`src/rtl/fifo_pkt_tx.sv`:
```
// Packetiser in front of an async FIFO write port: buffers a payload, then emits
// length header, the payload beats and a zero-sum checksum, one beat per accepted transfer.
module fifo_pkt_tx #(
   parameter int DATA_WIDTH = 8,
   parameter int MAX_LEN    = 16
) (
   input  logic                  wclk,
   input  logic                  wrst,
   input  logic                  s_valid,
   output logic                  s_ready,
   input  logic [DATA_WIDTH-1:0] s_data,
   input  logic                  s_last,
   output logic                  w_valid,
   input  logic                  w_ready,
   output logic [DATA_WIDTH-1:0] w_data,
   output logic                  trunc_err,
   output logic [15:0]           pkt_count
);

   localparam int LEN_W = $clog2(MAX_LEN + 1);
   localparam int IDX_W = (MAX_LEN > 1) ? $clog2(MAX_LEN) : 1;

   typedef enum logic [2:0] {
      IDLE,
      COLLECT,
      SEND_HDR,
      SEND_PAY,
      SEND_CHK
   } state_t;

   state_t                r_state, w_state_nxt;
   logic [LEN_W-1:0]      r_len, w_len_nxt;
   logic [LEN_W-1:0]      r_rd_idx, w_rd_idx_nxt;
   logic [LEN_W-1:0]      w_len_inc, w_rd_inc;
   logic [DATA_WIDTH-1:0] r_sum, w_sum_nxt;
   logic [DATA_WIDTH-1:0] r_w_data, w_w_data_nxt;
   logic                  r_w_valid, w_w_valid_nxt;
   logic                  r_trunc, w_trunc_nxt;
   logic [15:0]           r_pkt_count, w_pkt_count_nxt;
   logic [DATA_WIDTH-1:0] r_buf [MAX_LEN];
   logic                  w_s_fire, w_w_fire, w_final;

   assign s_ready   = (r_state == IDLE) || (r_state == COLLECT);
   assign w_s_fire  = s_valid && s_ready;
   assign w_w_fire  = r_w_valid && w_ready;
   assign w_len_inc = r_len + LEN_W'(1);
   assign w_rd_inc  = r_rd_idx + LEN_W'(1);
   assign w_final   = s_last || (w_len_inc == LEN_W'(MAX_LEN));

   assign w_valid   = r_w_valid;
   assign w_data    = r_w_data;
   assign trunc_err = r_trunc;
   assign pkt_count = r_pkt_count;

   // NOTE: payload storage has no reset; r_len alone decides which entries are valid.
   always_ff @(posedge wclk) begin
      if (w_s_fire)
         r_buf[r_len[IDX_W-1:0]] <= s_data;
   end

   // NOTE: every signal gets a default before the case so no path leaves it unassigned (no latches).
   always_comb begin
      w_state_nxt     = r_state;
      w_len_nxt       = r_len;
      w_rd_idx_nxt    = r_rd_idx;
      w_sum_nxt       = r_sum;
      w_w_data_nxt    = r_w_data;
      w_w_valid_nxt   = r_w_valid;
      w_trunc_nxt     = r_trunc;
      w_pkt_count_nxt = r_pkt_count;

      unique case (r_state)
         IDLE, COLLECT: begin
            if (w_s_fire) begin
               w_len_nxt = w_len_inc;
               // Each beat adds data+1, so the sum already includes the length header.
               w_sum_nxt = r_sum + s_data + DATA_WIDTH'(1);
               if (w_final) begin
                  w_state_nxt   = SEND_HDR;
                  w_w_valid_nxt = 1'b1;
                  w_w_data_nxt  = DATA_WIDTH'(w_len_inc);
                  if (!s_last)
                     w_trunc_nxt = 1'b1;
               end else begin
                  w_state_nxt = COLLECT;
               end
            end
         end
         SEND_HDR: begin
            if (w_w_fire) begin
               w_state_nxt  = SEND_PAY;
               w_w_data_nxt = r_buf[0];
               w_rd_idx_nxt = LEN_W'(1);
            end
         end
         SEND_PAY: begin
            if (w_w_fire) begin
               if (r_rd_idx == r_len) begin
                  w_state_nxt  = SEND_CHK;
                  w_w_data_nxt = -r_sum;
               end else begin
                  w_w_data_nxt = r_buf[r_rd_idx[IDX_W-1:0]];
                  w_rd_idx_nxt = w_rd_inc;
               end
            end
         end
         SEND_CHK: begin
            if (w_w_fire) begin
               w_state_nxt     = IDLE;
               w_w_valid_nxt   = 1'b0;
               w_len_nxt       = '0;
               w_rd_idx_nxt    = '0;
               w_sum_nxt       = '0;
               w_pkt_count_nxt = r_pkt_count + 16'd1;
            end
         end
         default: w_state_nxt = IDLE;
      endcase
   end

   // NOTE: state registers use non-blocking assignments so all of them update together at the edge.
   always_ff @(posedge wclk or posedge wrst) begin
      if (wrst) begin
         r_state     <= IDLE;
         r_len       <= '0;
         r_rd_idx    <= '0;
         r_sum       <= '0;
         r_w_data    <= '0;
         r_w_valid   <= 1'b0;
         r_trunc     <= 1'b0;
         r_pkt_count <= '0;
      end else begin
         r_state     <= w_state_nxt;
         r_len       <= w_len_nxt;
         r_rd_idx    <= w_rd_idx_nxt;
         r_sum       <= w_sum_nxt;
         r_w_data    <= w_w_data_nxt;
         r_w_valid   <= w_w_valid_nxt;
         r_trunc     <= w_trunc_nxt;
         r_pkt_count <= w_pkt_count_nxt;
      end
   end

endmodule

```
`config.mk`:
```
export PLATFORM = sky130hd
export DESIGN_NAME = fifo_pkt_tx
export DESIGN_NICKNAME = d
export VERILOG_FILES = /design/src/rtl/fifo_pkt_tx.sv
export SDC_FILE = /design/constraint.sdc
export NUM_CORES = 1
export LEC_CHECK = 0
export CORE_MARGIN = 1
export CORE_UTILIZATION = 54
export DETAILED_ROUTE_END_ITERATION = 7
export PLACE_DENSITY = 0.84
export SETUP_SLACK_MARGIN = 0.05
export SYNTH_ARGS = -nofsm -noshare
export SYNTH_HDL_FRONTEND = slang
export SYNTH_SLANG_ARGS = --single-unit
```
`constraint.sdc`:
```
create_clock -name wclk -period 2.5 [get_ports wclk]
set_input_delay 0.375 -clock wclk [delete_from_list [all_inputs] [get_ports wclk]]
set_output_delay 0.375 -clock wclk [all_outputs]
set_load 0.05 [all_outputs]
```
### After elaboration in Yosys (flattened, before gate mapping)

Memory sizes are Yosys's and may differ from the RTL's.
Cells that the tools add are included.

| word-level totals | value |
|---|---|
| RAM bits | 128 |
| flip-flop bits (word level) | 47 |
| output and inout bits | 27 |
| input bits | 13 |
| memories kept | 1 |
| memory bits (read-only) | 0 |
| logic and storage cells | 74 |
| latch bits | 0 |

Memory list:

| name | depth | width | read ports | clocked after Yosys merged registers in | write ports | line | RTL |
|---|---|---|---|---|---|---|---|
| r_buf | 16 | 8 | 2 | 0 | 1 | 40 | `logic [DATA_WIDTH-1:0] r_buf [MAX_LEN];` |

| operators by class | value |
|---|---|
| mux-type cells | 29 |
| div/mod/pow operators | 0 |
| bitwise logic cells | 1 |
| shift operators | 0 |
| magnitude comparators | 0 |
| multipliers | 0 |
| $add $sub $neg | 6 |
| equal/unequal tests | 13 |
| reduce and logical (&&, ||, !) cells | 16 |

Operators with widths:

| operator | number |
|---|---|
| $mux 8 | 7 |
| $mux 5 | 5 |
| $pmux 8 s3 | 1 |
| $add 16x1->16 const B | 1 |
| $pmux 8 s2 | 1 |
| $mux 3 | 5 |
| $pmux 5 s3 | 1 |
| $reduce_and 5->1 | 3 |
| $ne 2x2->1 const B | 7 |
| $pmux 3 s4 | 1 |
| $add 5x1->5 const B | 2 |
| $pmux 5 s2 | 1 |
| $add 8x1->8 const B | 1 |
| $add 8x8->8 | 1 |
| $neg 8->8 | 1 |
| $reduce_and 4->1 | 2 |
| $eq 3x2->1 const B | 2 |
| $reduce_bool 3->1 | 2 |
| $eq 5x5->1 | 1 |
| $eq 5x5->1 const B | 1 |
| $mux 1 | 5 |
| $eq 3x1->1 const B | 1 |
| $eq 3x3->1 const B | 1 |
| $logic_not 3->1 | 1 |
| other kinds (9) | 11 |

### Logic depth before layout (Yosys ltp)

Gate-level depths: netlist of the first run.

| depth | value |
|---|---|
| depth in word-level cells | 6 |
| mapped depth | 10 |
| depth with buffers taken out | 10 |

### Least setup slack after synthesis of the first run

Ideal clock, no wire load.

| path | value |
|---|---|
| path type | register to register |
| from | register r_state[1] |
| to | memory r_buf[3][0], enable pin |
| data required time | 2.117 ns |
| stages on the path, launching flop included | 7 |
| arrival time | 2.312 ns |
| library setup time | 0.383 ns |
| slack | -0.195 ns |
| buffers on the path | 1 |
| clock period less this slack | 2.695 ns |
| cell sequence | dfrtp_1 > or2_2 > inv_1 > and2_1 > clkbuf_1 > nand2_1 > nor3_1 |

| between the ends | value |
|---|---|
| word-level cells in the longest chain between the ends | 5 |
| elaborated cells between the ends (all ways) | 6 |
| those cells by class | eq/ne (1); mux (2); reduce/logical (3) |

Ends and longest elaborated chain:

| what | line | RTL |
|---|---|---|
| start, declared | 31 | `state_t r_state, w_state_nxt;` |
| start signal, assigned | 133 | `r_state <= w_state_nxt;` |
| $eq 3x1->1 / $logic_not 3->1 (equally long branches) | 43 | `assign s_ready = (r_state == IDLE) \|\| (r_state == COLLECT);` |
| $logic_or 1x1->1 (*) | 43 |  |
| net s_ready | 10 | `output logic s_ready,` |
| $logic_and 1x1->1 (*) | 44 | `assign w_s_fire = s_valid && s_ready;` |
| $mux 1 (*) | 57 | `if (w_s_fire)` |
| $mux 1 (implied by the code) (*) | 58 | `r_buf[r_len[IDX_W-1:0]] <= s_data;` |
| end, declared | 40 |  |

The timed path passes the listed nets; every way through them passes the cells marked *.

### Worst setup path after layout of the first run

| path | value |
|---|---|
| from | register r_rd_idx[0] |
| to | register r_w_data[6], in the netlist w_data[6] |

| between the ends | value |
|---|---|
| word-level cells in the longest chain between the ends | 4 |
| elaborated cells between the ends (all ways) | 5 |
| those cells by class | eq/ne (1); mux (3); memory (1) |

Ends and longest elaborated chain:

| what | line | RTL |
|---|---|---|
| start, declared | 33 | `logic [LEN_W-1:0] r_rd_idx, w_rd_idx_nxt;` |
| start signal, assigned | 135 | `r_rd_idx <= w_rd_idx_nxt;` |
| $mem_v2 16x8 / $eq 5x5->1 (equally long branches) | - |  |
| $mux 8 (*) | 98 | `if (r_rd_idx == r_len) begin` |
| $mux 8 (*) | 97 | `if (w_w_fire) begin` |
| $pmux 8 s3 (*) | 72 | `unique case (r_state)` |
| end signal, assigned | 137 | `r_w_data <= w_w_data_nxt;` |
| end, declared | 36 | `logic [DATA_WIDTH-1:0] r_w_data, w_w_data_nxt;` |

Every way passes the cells marked *; elsewhere a longest branch is shown, timed or not. The select of a mux whose other input is x is not followed.
A chain may end at the register's enable or synchronous reset.

==> flow_metrics.env, run 1 <==
export IMPL_status="completed"
export IMPL_switching_power_mw=3.505
export IMPL_power_share_clock=0.257
export IMPL_power_density_nw_per_um2=1084
export IMPL_hpwl_um=11690
export IMPL_fmaxAchievable_ghz=0.4245
export IMPL_start_kind="register"
export IMPL_drv_slew=0
export IMPL_fin_tns_setup_ns=0
export IMPL_postSynthCellCount=516
export IMPL_h_tree_depth=4
export IMPL_worstMarginPinSlew_ns=0.5888
export IMPL_ant_nets=0
export IMPL_coreArea_um2=13930
export IMPL_crit_required_ns=2.81
export IMPL_critPathArrivalTime_ns=2.66
export IMPL_postSynthAreaPerCell_um2=15.03
export IMPL_track_usage=0.2494
export IMPL_ios=40
export IMPL_viasPerCell=5.968
export IMPL_drtIter0Drc=342
export IMPL_die_h_um=121.8
export IMPL_routedWlPerCell_um=20.97
export IMPL_drc=0
export IMPL_async_reset_ff_frac=0.2686
export IMPL_reg2reg_depth=6
export IMPL_path_clk_slew_ns=0.06
export IMPL_ys_ff_latch=175
export IMPL_hold_class="input pin to asynchronous set/reset pin"
export IMPL_end_kind="register"
export IMPL_fin_skew_ns=0.008174
export IMPL_numCtsBuffers=17
export IMPL_grt_pass1_vias=5089
export IMPL_grt_max_degree=32
export IMPL_yosysSeqAreaShare=0.6473
export IMPL_p_seq_frac=0.372
export IMPL_synth_main_ff_cell="edfxtp_1"
export IMPL_synth_nets=544
export IMPL_wl_met3_um=961
export IMPL_p_leak_nw=3.483
export IMPL_dr_pass1_iters=5
export IMPL_gp_congestion=0.8528
export IMPL_hold_viol=0
export IMPL_ys_warn_count=0
export IMPL_dp_cells=766
export IMPL_relSlewSlack=0.6065
export IMPL_fin_crit_sh=0.9422
export IMPL_intPower_mw=6.628
export IMPL_period_needed_ns=2.356
export IMPL_area_delta_synth_final_pct=20.54
export IMPL_r2r_start="r_rd_idx[0]"
export IMPL_grt_pass1_wl_um=26750
export IMPL_syn_area_um2=7755
export IMPL_reg2reg_to="w_data[6]"
export IMPL_grt_overflow=0
export IMPL_final_cells=800
export IMPL_start_util=0.5565
export IMPL_synth_edf_count=128
export IMPL_rows=43
export IMPL_pwr_share_comb=0.371
export IMPL_clock_sinks=175
export IMPL_layout_drive_gt1_share=0.2065
export IMPL_clockRootBuffer="clkbuf_16"
export IMPL_vias=4774
export IMPL_antenna_cells=0
export IMPL_dpl_cell_area_um2=8710
export IMPL_met1_length_um=6790
export IMPL_peakVddDrop_mv=0.6033
export IMPL_crit_fanout=5
export IMPL_switching_share=0.3459
export IMPL_wl_met2_um=8563
export IMPL_die_w_um=121.8
export IMPL_clock_latency_ns=0.43
export IMPL_fin_nets=636
export IMPL_setup_worst_path_class="register to register"
export IMPL_highest_layer="met4"
export IMPL_cts_tree="yes"
export IMPL_wirelength_um=16780
export IMPL_fin_area_um2=9348
export IMPL_synth_cell_types=51
export IMPL_die_area_um2=14840
export IMPL_finalSetupViolCount=0
export IMPL_rsz0062_at_grt="false"
export IMPL_whs_ns=0.1650
export IMPL_io_buffers=39
export IMPL_antenna_found_initial=0
export IMPL_drv_cap=0
export IMPL_r2r_setup_slack_ns=0.14
export IMPL_cts_buffer_depth=2
-- flip-flops by register name, summed over array words and instances, names as in the netlist --
name	count
trunc_err	1
w_valid	1
r_rd_idx	5
r_buf	128
r_sum	8
pkt_count	16
r_state	3
w_data	8
r_len	5
-- power by group through the flow --
stage | clock network, mW | logic, mW | registers (mW)
CTS | 2.63 | 3.70 | 3.76
global route | 2.74 | 4.09 | 3.81
finish | 2.61 | 3.76 | 3.77
floorplan | 0 | 2.37 | 3.93
detailed placement | 0 | 3.61 | 3.83
global placement | 0 | 3.50 | 3.80
-- routing by layer --
metal / up-vias / track usage
li1: 2159 / -
met3: 37 / 0.04494
met1: 2385 / 0.3126
met5: - / 0
met4: 0 / 0.1057
met2: 193 / 0.4266
-- worst max-delay path, cell delays in order (launching register included) --
cell and delay (ns):
dfrtp_2 0.46, buf_12 0.13, mux4_1 0.58, mux4_2 0.50, mux2_2 0.29, mux2i_2 0.17, o22ai_1 0.09
-- cells in the mapped netlist, types with 5 or more instances --
library cell  number  area share
edfxtp_1         128        0.50
dfrtp_1           47        0.15
nand2_1           40       0.019
nor2_1            35       0.017
mux4_2            23       0.067
xnor2_1           22       0.025
o21ai_0           20       0.013
a21oi_1           19       0.012
inv_1             17      0.0082
nand3_1           17       0.011
ha_1              14       0.023
mux4_1            14       0.047
xor2_1            13       0.015
clkbuf_1          12      0.0058
nor3_1            11      0.0071
o31ai_1            9      0.0087
buf_2              6      0.0039
nor2b_1            6      0.0048
nand4_1            5      0.0040
-- how the worst max path moves through the flow --
stage,startpoint,endpoint,slack [ns],cells after the start
3_5_place_dp,s_data[0],r_sum[6],-0.23,11
6_report,r_rd_idx[0],w_data[6],0.14,6
4_1_cts,r_rd_idx[0],w_data[7],0.1,8
3_3_place_gp,s_data[0],r_sum[6],-0.12,11
2_1_floorplan,r_state[1],r_buf[0][0],-0.18,6
5_1_grt,r_rd_idx[0],w_data[5],0.05,6
-- through the flow --
stage                 util  setup WS (ns)  power, mW
floorplan                -        -0.1808      6.297
global placement    0.6250        -0.1215      7.302
detailed placement  0.6250        -0.2270      7.434
CTS                 0.6690        0.09828      10.10
global route        0.6708        0.05324      10.64
finish              0.6708         0.1444      10.13
-- cells in the final DEF, fill, tap and decap left out, types with 5 or more instances in the layout --
master           netlist  layout
xnor2_1               22      22
buf_4                  1      53
inv_6                  0       6
mux4_1                14      14
nor2_1                35      32
o21ai_0               20      20
nand4_1                5       5
clkbuf_16              0      17
o31ai_1                9       9
inv_1                 17      16
nor3_1                11      10
a21oi_1               19      19
nand2_1               40      40
edfxtp_1             128     128
dfrtp_1               47      45
clkdlybuf4s50_1        0      37
nand3_1               17      17
mux4_2                23      23
xor2_1                13      13
nor2b_1                6       6
ha_1                  14      14
-- kinds of logic after synthesis --
group | share of synthesized area
compound gates | 0.06341
xor+xnor | 0.03953
fa+ha+maj | 0.02517
buf+inv | 0.02339
flops | 0.6473
mux | 0.1237
simple gates | 0.07745
-- timing repair --
action | in CTS | in global routing
cloned | 0 | 0
resized for setup | 1 | 6
setup endpoints to repair | 3 | 6
buffers inserted | 3 | 0
hold buffers | 0 | 0
-- area by class of cell --
class                      count  area (µm²)
clock buffer                  18       429.2
clock inverter                13       150.1
fill                         927        4587
inverter                      17       63.81
multi-input combinational    301        2587
sequential                   175        5022
tap                          180       225.2
timing repair buffer          96       869.6
No activity file was read; power rests on OpenSTA's default activity.
==> run 2, diff against run 1 <==
- ABC_CLOCK_PERIOD_IN_PS: default -> 2500
- SLEW_MARGIN: default -> 20
==> results of run 2 <==
The final DEF is identical to that of run 1; final timing and power are the same.
==> run 3, diff against run 2 <==
- CAP_MARGIN: default -> 40
==> results of run 3 <==
The final DEF is identical to that of run 1; final timing and power are the same.
